--- src/rtl/temporal_pkg.sv ---
// -----------------------------------------------------------------------------
// temporal_pkg
// Shared definitions for the temporal (unary) stream decoder:
//   state_t    - decoder FSM states
//   max_beats  - longest window a counter of a given width can absorb
// -----------------------------------------------------------------------------
package temporal_pkg;

  typedef enum logic [1:0] {
    IDLE  = 2'd0,
    ACCUM = 2'd1,
    HOLD  = 2'd2
  } state_t;

  // A window is closed at 2^width-1 beats, so no counter of that width can wrap.
  // Valid for widths up to 31.
  function automatic int unsigned max_beats(input int unsigned width);
    return (32'd1 << width) - 32'd1;
  endfunction

endpackage

--- src/rtl/temporal_stream_decoder_if.sv ---
// -----------------------------------------------------------------------------
// temporal_stream_decoder_if
// Bundles the stream-in and result-out handshakes of the decoder.
//   start      - open a new decode window
//   in_valid   - in_bits/in_last carry a beat
//   in_bits    - one unary bit per lane, [row][col]
//   in_last    - final beat of the window (qualified by in_valid)
//   out_valid  - decoded matrix available
//   out_ready  - consumer accepts out
//   out        - per-lane 1-bit counts, [row][col]
//   timeout    - window closed by beat limit rather than in_last
//   busy       - decoder is accumulating or holding a result
// master: the producer/consumer side; slave: the decoder.
// -----------------------------------------------------------------------------
interface temporal_stream_decoder_if #(
  parameter int DIM       = 2,
  parameter int OUT_WIDTH = 8
);

  logic                                      start;
  logic                                      in_valid;
  logic [DIM-1:0][DIM-1:0]                   in_bits;
  logic                                      in_last;
  logic                                      out_valid;
  logic                                      out_ready;
  logic [DIM-1:0][DIM-1:0][OUT_WIDTH-1:0]    out;
  logic                                      timeout;
  logic                                      busy;

  modport master (
    output start, in_valid, in_bits, in_last, out_ready,
    input  out_valid, out, timeout, busy
  );

  modport slave (
    input  start, in_valid, in_bits, in_last, out_ready,
    output out_valid, out, timeout, busy
  );

endinterface

--- src/rtl/temporal_lane_counter.sv ---
// -----------------------------------------------------------------------------
// temporal_lane_counter
// Counts the 1-bits seen on one lane of a temporal stream.
//   clk, reset_n - clock, synchronous active-low reset
//   clear        - zero the count (takes priority over enable)
//   enable       - a beat is being accepted this cycle
//   bit_in       - the lane's unary bit for this beat
//   count        - number of accepted beats with bit_in = 1
// -----------------------------------------------------------------------------
module temporal_lane_counter #(
  parameter int OUT_WIDTH = 8
) (
  input  logic                 clk,
  input  logic                 reset_n,
  input  logic                 clear,
  input  logic                 enable,
  input  logic                 bit_in,
  output logic [OUT_WIDTH-1:0] count
);

  // NOTE: sequential state is written with non-blocking assignments only, so
  // every register samples pre-edge values regardless of process ordering.
  always_ff @(posedge clk) begin
    if (!reset_n) begin
      count <= '0;
    end else if (clear) begin
      count <= '0;
    end else if (enable && bit_in) begin
      count <= count + 1'b1;
    end
  end

endmodule

--- src/rtl/temporal_stream_decoder.sv ---
// -----------------------------------------------------------------------------
// temporal_stream_decoder
// Converts a DIM x DIM temporal (unary) stream from an MXU back to binary
// lane counts. A window opens on start, accumulates in_valid beats, and closes
// on in_last or when the beat limit is reached. The result is held in a
// registered out bus until the consumer accepts it.
//   clk, reset_n - clock, synchronous active-low reset
//   bus (slave)  - stream input, result output and status (see interface)
// -----------------------------------------------------------------------------
module temporal_stream_decoder
  import temporal_pkg::*;
#(
  parameter int BIT_WIDTH = 4,
  parameter int DIM       = 2,
  parameter int OUT_WIDTH = 2 * BIT_WIDTH
) (
  input  logic                          clk,
  input  logic                          reset_n,
  temporal_stream_decoder_if.slave      bus
);

  localparam logic [OUT_WIDTH-1:0] MAX_BEATS = OUT_WIDTH'(max_beats(OUT_WIDTH));

  state_t                                 state_q;
  state_t                                 state_d;
  logic [OUT_WIDTH-1:0]                   beat_cnt_q;
  logic [DIM-1:0][DIM-1:0][OUT_WIDTH-1:0] lane_cnt;
  logic [DIM-1:0][DIM-1:0][OUT_WIDTH-1:0] lane_next;
  logic [DIM-1:0][DIM-1:0][OUT_WIDTH-1:0] out_q;
  logic                                   timeout_q;
  logic                                   clear;
  logic                                   accept;
  logic                                   close;
  logic                                   limit_hit;

  // This beat brings the window to MAX_BEATS.
  assign limit_hit = (beat_cnt_q == MAX_BEATS - 1'b1);

  // ---------------------------------------------------------------------------
  // FSM next-state and control
  // ---------------------------------------------------------------------------
  // NOTE: every signal written here gets a default first, so no path can
  // leave one unassigned and infer a latch.
  always_comb begin
    state_d = state_q;
    clear   = 1'b0;
    accept  = 1'b0;
    close   = 1'b0;
    unique case (state_q)
      IDLE: begin
        if (bus.start) begin
          clear   = 1'b1;
          state_d = ACCUM;
        end
      end
      ACCUM: begin
        if (bus.in_valid) begin
          accept = 1'b1;
          if (bus.in_last || limit_hit) begin
            close   = 1'b1;
            state_d = HOLD;
          end
        end
      end
      HOLD: begin
        // The result is only released on the handshake; start chains the next
        // window into the same cycle so there is no idle bubble.
        if (bus.out_ready) begin
          if (bus.start) begin
            clear   = 1'b1;
            state_d = ACCUM;
          end else begin
            state_d = IDLE;
          end
        end
      end
      default: state_d = IDLE;
    endcase
  end

  always_ff @(posedge clk) begin
    if (!reset_n) begin
      state_q <= IDLE;
    end else begin
      state_q <= state_d;
    end
  end

  // ---------------------------------------------------------------------------
  // Beat counter
  // ---------------------------------------------------------------------------
  always_ff @(posedge clk) begin
    if (!reset_n) begin
      beat_cnt_q <= '0;
    end else if (clear) begin
      beat_cnt_q <= '0;
    end else if (accept) begin
      beat_cnt_q <= beat_cnt_q + 1'b1;
    end
  end

  // ---------------------------------------------------------------------------
  // Lane counters; lane_next folds in the closing beat so it is included
  // in the captured result.
  // ---------------------------------------------------------------------------
  for (genvar r = 0; r < DIM; r++) begin : g_row
    for (genvar c = 0; c < DIM; c++) begin : g_col
      temporal_lane_counter #(
        .OUT_WIDTH (OUT_WIDTH)
      ) u_lane (
        .clk     (clk),
        .reset_n (reset_n),
        .clear   (clear),
        .enable  (accept),
        .bit_in  (bus.in_bits[r][c]),
        .count   (lane_cnt[r][c])
      );

      assign lane_next[r][c] = lane_cnt[r][c] + OUT_WIDTH'(bus.in_bits[r][c]);
    end
  end

  // ---------------------------------------------------------------------------
  // Result register
  // ---------------------------------------------------------------------------
  // NOTE: the result register is reset even though it is only read while
  // out_valid is high, because out must read zero after reset.
  always_ff @(posedge clk) begin
    if (!reset_n) begin
      out_q     <= '0;
      timeout_q <= 1'b0;
    end else if (close) begin
      out_q     <= lane_next;
      // in_last wins when it coincides with the beat limit.
      timeout_q <= !bus.in_last;
    end
  end

  assign bus.out_valid = (state_q == HOLD);
  assign bus.out       = out_q;
  assign bus.timeout   = timeout_q;
  assign bus.busy      = (state_q != IDLE);

endmodule

--- src/flat_wrapper.sv ---
// flat-port wrapper written by rule: the top's interface ports become plain ports
module temporal_stream_decoder_flat import temporal_pkg::*;
#(
  parameter int BIT_WIDTH = 4,
  parameter int DIM       = 2,
  parameter int OUT_WIDTH = 2 * BIT_WIDTH
)
  (clk, reset_n, bus_start, bus_in_valid, bus_in_bits, bus_in_last, bus_out_ready, bus_out_valid, bus_out, bus_timeout, bus_busy);
  temporal_stream_decoder_if #(.DIM(DIM), .OUT_WIDTH(OUT_WIDTH)) bus_i ();
  input  logic clk;
  input  logic reset_n;
  input wire logic [$bits(bus_i.start)-1:0] bus_start;
  input wire logic [$bits(bus_i.in_valid)-1:0] bus_in_valid;
  input wire logic [$bits(bus_i.in_bits)-1:0] bus_in_bits;
  input wire logic [$bits(bus_i.in_last)-1:0] bus_in_last;
  input wire logic [$bits(bus_i.out_ready)-1:0] bus_out_ready;
  output wire logic [$bits(bus_i.out_valid)-1:0] bus_out_valid;
  output wire logic [$bits(bus_i.out)-1:0] bus_out;
  output wire logic [$bits(bus_i.timeout)-1:0] bus_timeout;
  output wire logic [$bits(bus_i.busy)-1:0] bus_busy;
  assign bus_i.start = bus_start;
  assign bus_i.in_valid = bus_in_valid;
  assign bus_i.in_bits = bus_in_bits;
  assign bus_i.in_last = bus_in_last;
  assign bus_i.out_ready = bus_out_ready;
  assign bus_out_valid = bus_i.out_valid;
  assign bus_out = bus_i.out;
  assign bus_timeout = bus_i.timeout;
  assign bus_busy = bus_i.busy;
  temporal_stream_decoder #(.BIT_WIDTH(BIT_WIDTH), .DIM(DIM), .OUT_WIDTH(OUT_WIDTH)) u_core (.clk(clk), .reset_n(reset_n), .bus(bus_i));
endmodule
--- config.mk ---
export PLATFORM = sky130hd
export DESIGN_NAME = temporal_stream_decoder_flat
export DESIGN_NICKNAME = d
export VERILOG_FILES = /design/src/rtl/temporal_pkg.sv /design/src/rtl/temporal_stream_decoder_if.sv /design/src/rtl/temporal_lane_counter.sv /design/src/rtl/temporal_stream_decoder.sv /design/src/flat_wrapper.sv
export SDC_FILE = /design/constraint.sdc
export NUM_CORES = 1
export LEC_CHECK = 0
export CAP_MARGIN = 25
export CORE_MARGIN = 1.5
export CORE_UTILIZATION = 60
export CTS_BUF_LIST = sky130_fd_sc_hd__clkbuf_16
export DETAILED_ROUTE_END_ITERATION = 6
export DONT_BUFFER_PORTS = 1
export HOLD_SLACK_MARGIN = 0.05
export PLACE_DENSITY_LB_ADDON = 0.1
export SLEW_MARGIN = 20
export SYNTH_ARGS = -nofsm -noshare
export SYNTH_HDL_FRONTEND = slang
export SYNTH_SLANG_ARGS = --single-unit
--- constraint.sdc ---
create_clock -name clk -period 5.6 [get_ports clk]
set_input_delay 0.56 -clock clk [delete_from_list [all_inputs] [get_ports clk]]
set_output_delay 0.56 -clock clk [all_outputs]
set_load 0.005 [all_outputs]
# ---- Word-level counts from Yosys, hierarchy flattened
# Index checks and enable logic that the tools add are counted.
# W data, S select, Z words.
dict set report classes {
  shift 0
  mux 14
  magnitude_cmp 0
  reduce_logical 10
  add_sub_neg 9
  div_mod_pow 0
  n_eq_ne 7
  n_bitwise 1
  multipliers 0
}
# op count
set op_table {}
lappend op_table {{$add A8 B1 Y8 const B} 5}
lappend op_table {{$add A8 B1 Y8} 4}
lappend op_table {{$eq A8 B8 Y1 const B} 1}
lappend op_table {{$mux W1} 8}
lappend op_table {{$mux W2} 4}
lappend op_table {{$ne A2 B2 Y1 const B} 3}
lappend op_table {{$pmux W2 S3} 1}
lappend op_table {{$logic_and A1 B1 Y1} 4}
lappend op_table {{$reduce_and A4 Y1} 1}
lappend op_table {{$eq A2 B1 Y1 const B} 1}
lappend op_table {{$eq A2 B2 Y1 const B} 1}
lappend op_table {{$logic_not A2 Y1} 1}
lappend op_table {{$ne A2 B1 Y1 const B} 1}
lappend op_table {{$pmux W1 S2} 1}
lappend op_table {{$reduce_bool A2 Y1} 1}
lappend op_table {{$reduce_or A2 Y1} 1}
lappend op_table {{$logic_not A1 Y1} 1}
lappend op_table {{$logic_or A1 B1 Y1} 1}
lappend op_table {{$not A1 Y1} 1}
dict set report totals {
  inputBits 10
  ramBits 0
  mem_count 0
  reg_bits 75
  mem_bits_ro 0
  out_inout_bits 35
  latchBits 0
}

# ---- Longest topological paths before layout
dict set report logic_depth {
  depth_word 5
  depth_mapped 9
  depth_no_buf 6
}

# ---- By module
# From an unflattened synthesis, not the netlist that was laid out.
dict set report hier_totals {
  cells_unflattened 401
  area_unflattened_um2 3569.7
}
# mod cells_per_inst instances area_each_um2
set modules_own_cells {}
lappend modules_own_cells {temporal_stream_decoder 237 1 2158.3}
lappend modules_own_cells {temporal_lane_counter 41 4 352.8}

# ---- Worst setup path before layout
# OpenSTA, ideal clock, no wires.
dict set report synth_timing {
  kind {reg2reg}
  start {reg u_core.beat_cnt_q[0]}
  end {reg u_core.state_q[1]}
  t_arrival_ps 1659
  period_less_slack_ps 1774
  setup_time_ps 115
  required_ps 5485
  stages_incl_launch_ff 10
  path_slack_ps 3826
  path_cell_list {dfxtp_1 > inv_1 > ha_1 > and3_1 > a31o_1 > buf_6 > and2_4 > buf_6 > buf_6 > o21a_1}
}
dict set report synth_between {
  elab_chain_len 4
}
# item line_no
set synth_lines {}
lappend synth_lines {{from (decl)} temporal_stream_decoder.sv:26} ;# logic [OUT_WIDTH-1:0] beat_cnt_q;
lappend synth_lines {{from (signal assigned)} temporal_stream_decoder.sv:98} ;# beat_cnt_q <= beat_cnt_q + 1'b1;
lappend synth_lines {{$eq A8 B8 Y1} temporal_stream_decoder.sv:37} ;# assign limit_hit = (beat_cnt_q == MAX_BEATS - 1'b1);
lappend synth_lines {{$logic_or A1 B1 Y1} temporal_stream_decoder.sv:59} ;# if (bus.in_last || limit_hit) begin
lappend synth_lines {{$ne A2 B1 Y1 (no source line)} n/a}
lappend synth_lines {{$reduce_and A4 Y1 (no source line)} n/a}
lappend synth_lines {{to (signal assigned)} temporal_stream_decoder.sv:85} ;# state_q <= state_d;
lappend synth_lines {{to (decl)} temporal_stream_decoder.sv:24} ;# state_t state_q;
# No other way between the ends.
# A chain may end at the register's enable or synchronous reset.

# ---- Final worst setup path
dict set report layout_timing {
  start {reg u_core.state_q[0]}
  end {reg u_core.out_q, in the netlist u_core.bus.out[17]}
}
dict set report layout_between {
  elab_chain_len 2
}
# item line_no
set layout_lines {}
lappend layout_lines {{$eq A2 B1 Y1} temporal_stream_decoder.sv:49} ;# unique case (state_q)
lappend layout_lines {{$mux W1} temporal_stream_decoder.sv:49}
lappend layout_lines {{to (signal assigned)} temporal_stream_decoder.sv:133} ;# out_q <= lane_next;
lappend layout_lines {{to (decl)} temporal_stream_decoder.sv:29} ;# logic [DIM-1:0][DIM-1:0][OUT_WIDTH-1:0] out_q;
# No other way between the ends.

==> flow_metrics.env <==
export IMPL_grt_busiest_layer="met2"
export IMPL_post_cts_setup_buffer_count=0
export IMPL_first_pass_iters=4
export IMPL_yosys_area_top_type="dfxtp_1"
export IMPL_cts_made_buffers=9
export IMPL_track_usage_pct=23.3
export IMPL_remaining_drc_errors=0
export IMPL_cts_hold_buf=0
export IMPL_fillers=494
export IMPL_cp_max_fo=33
export IMPL_io_pins=45
export IMPL_outcome="finished, final reports clean"
export IMPL_max_freq_mhz=412
export IMPL_crit_slowest_cell="dfxtp_1"
export IMPL_dp_cells=446
export IMPL_netlist_instances=399
export IMPL_cts_resized=0
export IMPL_grt_first_pass_wirelength_um=11600
export IMPL_drive_gt1_share_pct=11.9
export IMPL_cap_violations=0
export IMPL_power_mw=1.17
export IMPL_arrival_ps=2690
export IMPL_synth_warnings=0
export IMPL_synth_distinct_cells=33
export IMPL_crit_path_end_kind="flip-flop"
export IMPL_cpPeakStageDelay_ps=600
export IMPL_die_w_um=81.2
export IMPL_power_leakage_nw=1.31
export IMPL_ir_worst_vdd_uv=201
export IMPL_worstMarginPinSlew_ps=579
export IMPL_die_y_um=81.2
export IMPL_antenna_cells=0
export IMPL_min_delay_path_class="primary input to flip-flop"
export IMPL_num_vias=2634
export IMPL_cp_required_ps=5860
export IMPL_syn_nets=423
export IMPL_dieArea_um2=6590
export IMPL_syn_to_final_growth_pct=6.62
export IMPL_clk_latency_ps=330
export IMPL_antenna_found_initial=0
export IMPL_crit_type="flip-flop to flip-flop"
export IMPL_synth_seq_cells=75
export IMPL_clock_sinks=75
export IMPL_grtUsageMet3_pct=7.30
export IMPL_h_tree_depth=3
export IMPL_cp_start_kind="flip-flop"
export IMPL_clockBufferDepth=2
export IMPL_port_buffer_count=0
export IMPL_yosysSeqAreaShare_pct=40.9
export IMPL_max_slew_margin_pct=61.4
export IMPL_avgSynthCellArea_um2=9.19
export IMPL_synthTopCellsByArea="dfxtp_1, a211oi_2, xnor2_1"
export IMPL_routed_wl_um=7180
export IMPL_viasPerCell=5.70
export IMPL_grt_max_degree=34
export IMPL_period_share_pct=43.3
export IMPL_cts_tree="built"
export IMPL_place_congestion=0.836
export IMPL_crit_chain="and3b_1 -> buf_4 -> and2_4 -> mux2i_1"
export IMPL_grt_pass1_vias=2416
export IMPL_critical_path_top_delay_family="simple AND/OR/NAND/NOR gates"
export IMPL_antenna_left=0
export IMPL_hpwlAfterDp_um=4860
export IMPL_core_area_um2=5920
export IMPL_clock_tree_root_cell="clkbuf_16"
export IMPL_grt_overflow=0
export IMPL_rows=28
export IMPL_worst_path_buf_inv=1
export IMPL_synth_area_um2=3670
export IMPL_rsz0062_at_grt="false"
export IMPL_powerDensity_nw_per_um2=298
export IMPL_nNetsFinal=406
export IMPL_drt_iter0_markers=72
export IMPL_path_clk_slew_ps=60
export IMPL_fin_crit_ps=2430
export IMPL_maxSlewViolCount=0
export IMPL_fin_skew_ps=6.81
export IMPL_finalSetupTns_ps=0
export IMPL_hold_violations=0
export IMPL_start_util_pct=61.9
export IMPL_instances_no_fill=462
export IMPL_yosysTopAreaCellShare_pct=40.9
export IMPL_setup_viol=0
export IMPL_met2_usage_pct=36.5
export IMPL_grt_use_met1_pct=30.2
export IMPL_wl_per_cell_um=15.5
power breakdown:
part | switching, mW | internal [mW]
Sequential | 0.0119 | 0.545
Combinational | 0.0379 | 0.0210
Clock | 0.212 | 0.339
Total | 0.261 | 0.905
metrics by stage:
| step | cell area, um2 | util [%] | hold WS [ps] | setup slack [ps] |
|---|---|---|---|---|
| after floorplan | 3670 | - | 451 | 3830 |
| after global placement | 3620 | 61.2 | 463 | 3270 |
| after detailed placement | 3620 | 61.2 | 467 | 3170 |
| after CTS | 3910 | 66.0 | 315 | 3180 |
| after global routing | 3910 | 66.0 | 319 | 2980 |
| final | 3910 | 66.0 | 324 | 3170 |
synth_stat cells:
library cell	count
nand4_1	14
nand3b_1	1
xor2_1	27
nand2b_1	1
a211oi_2	24
and3_1	6
clkbuf_1	20
o21ai_0	1
inv_1	5
nand4b_1	3
a31oi_1	1
nor4_1	3
nand4b_4	1
a31o_1	1
buf_6	5
a211oi_1	2
and4b_1	3
dfxtp_1	75
nand3_1	17
o21a_1	1
nor2b_1	1
and3b_1	1
ha_1	14
nor3_1	7
o211ai_1	1
or2_2	2
mux2i_1	8
nand2_1	35
and2_4	1
a21oi_1	29
xnor2_1	32
nor2_1	50
buf_2	7
cells in the final DEF (no fill, tap or decap), drive strengths merged, types with 8 or more instances in the layout:
cell type and instances:
a21oi 29, mux2i 8, nor2 50, ha 14, nand3 17, nand2 35
dfxtp 75, clkbuf 9, xnor2 32, nand4 14, a211oi 26, xor2 27
registers in the layout (all words and copies together) (netlist names):
register                         count
u_core.bus.timeout                   1
u_core.bus.out                      32
u_core.state_q                       2
u_core.g_row.g_col.u_lane.count     32
u_core.beat_cnt_q                    8
final timing paths:
path	startpoint	endpoint	slack, ps	cells after the start
max	u_core.state_q[0]$_SDFFE_PN0P_	u_core.bus.out[17]$_SDFFE_PN0P_	3170	4
min	bus_in_last	u_core.bus.timeout$_SDFFE_PN0P_	320	1
max reg2reg	u_core.state_q[0]$_SDFFE_PN0P_	u_core.bus.out[17]$_SDFFE_PN0P_	3170	4
min reg2reg	u_core.bus.out[0]$_SDFFE_PN0P_	u_core.bus.out[0]$_SDFFE_PN0P_	480	2
per-layer routing:
metal | up-vias | part of all wire, %
met1 | 1220 | 46
met5 | - | 0
met3 | 10 | 4.5
li1 | 1343 | -
met4 | 0 | 1.4
met2 | 61 | 48
cell type report:
class,count,area [um2],share of cell area [%]
multi-input cells,287,1980,50.7
flip-flops and latches,75,1500,38.4
clock buffers,9,225,5.76
well taps,75,93.8,2.40
clock inverters,7,60.1,1.54
repair buffers,4,30.0,0.768
inverters,5,18.8,0.480
kinds of logic after synthesis:
family,after synthesis,share of synthesized area (%)
adders and majority gates,14,4.78
muxes,8,2.18
and+or+nand+nor,146,19.4
xor gates and xnor gates,59,14.1
buffers and inverters,37,5.05
AOI/OAI and AO/OA,60,13.5
DFF,75,40.9
Power figures use the tool's default switching activity.
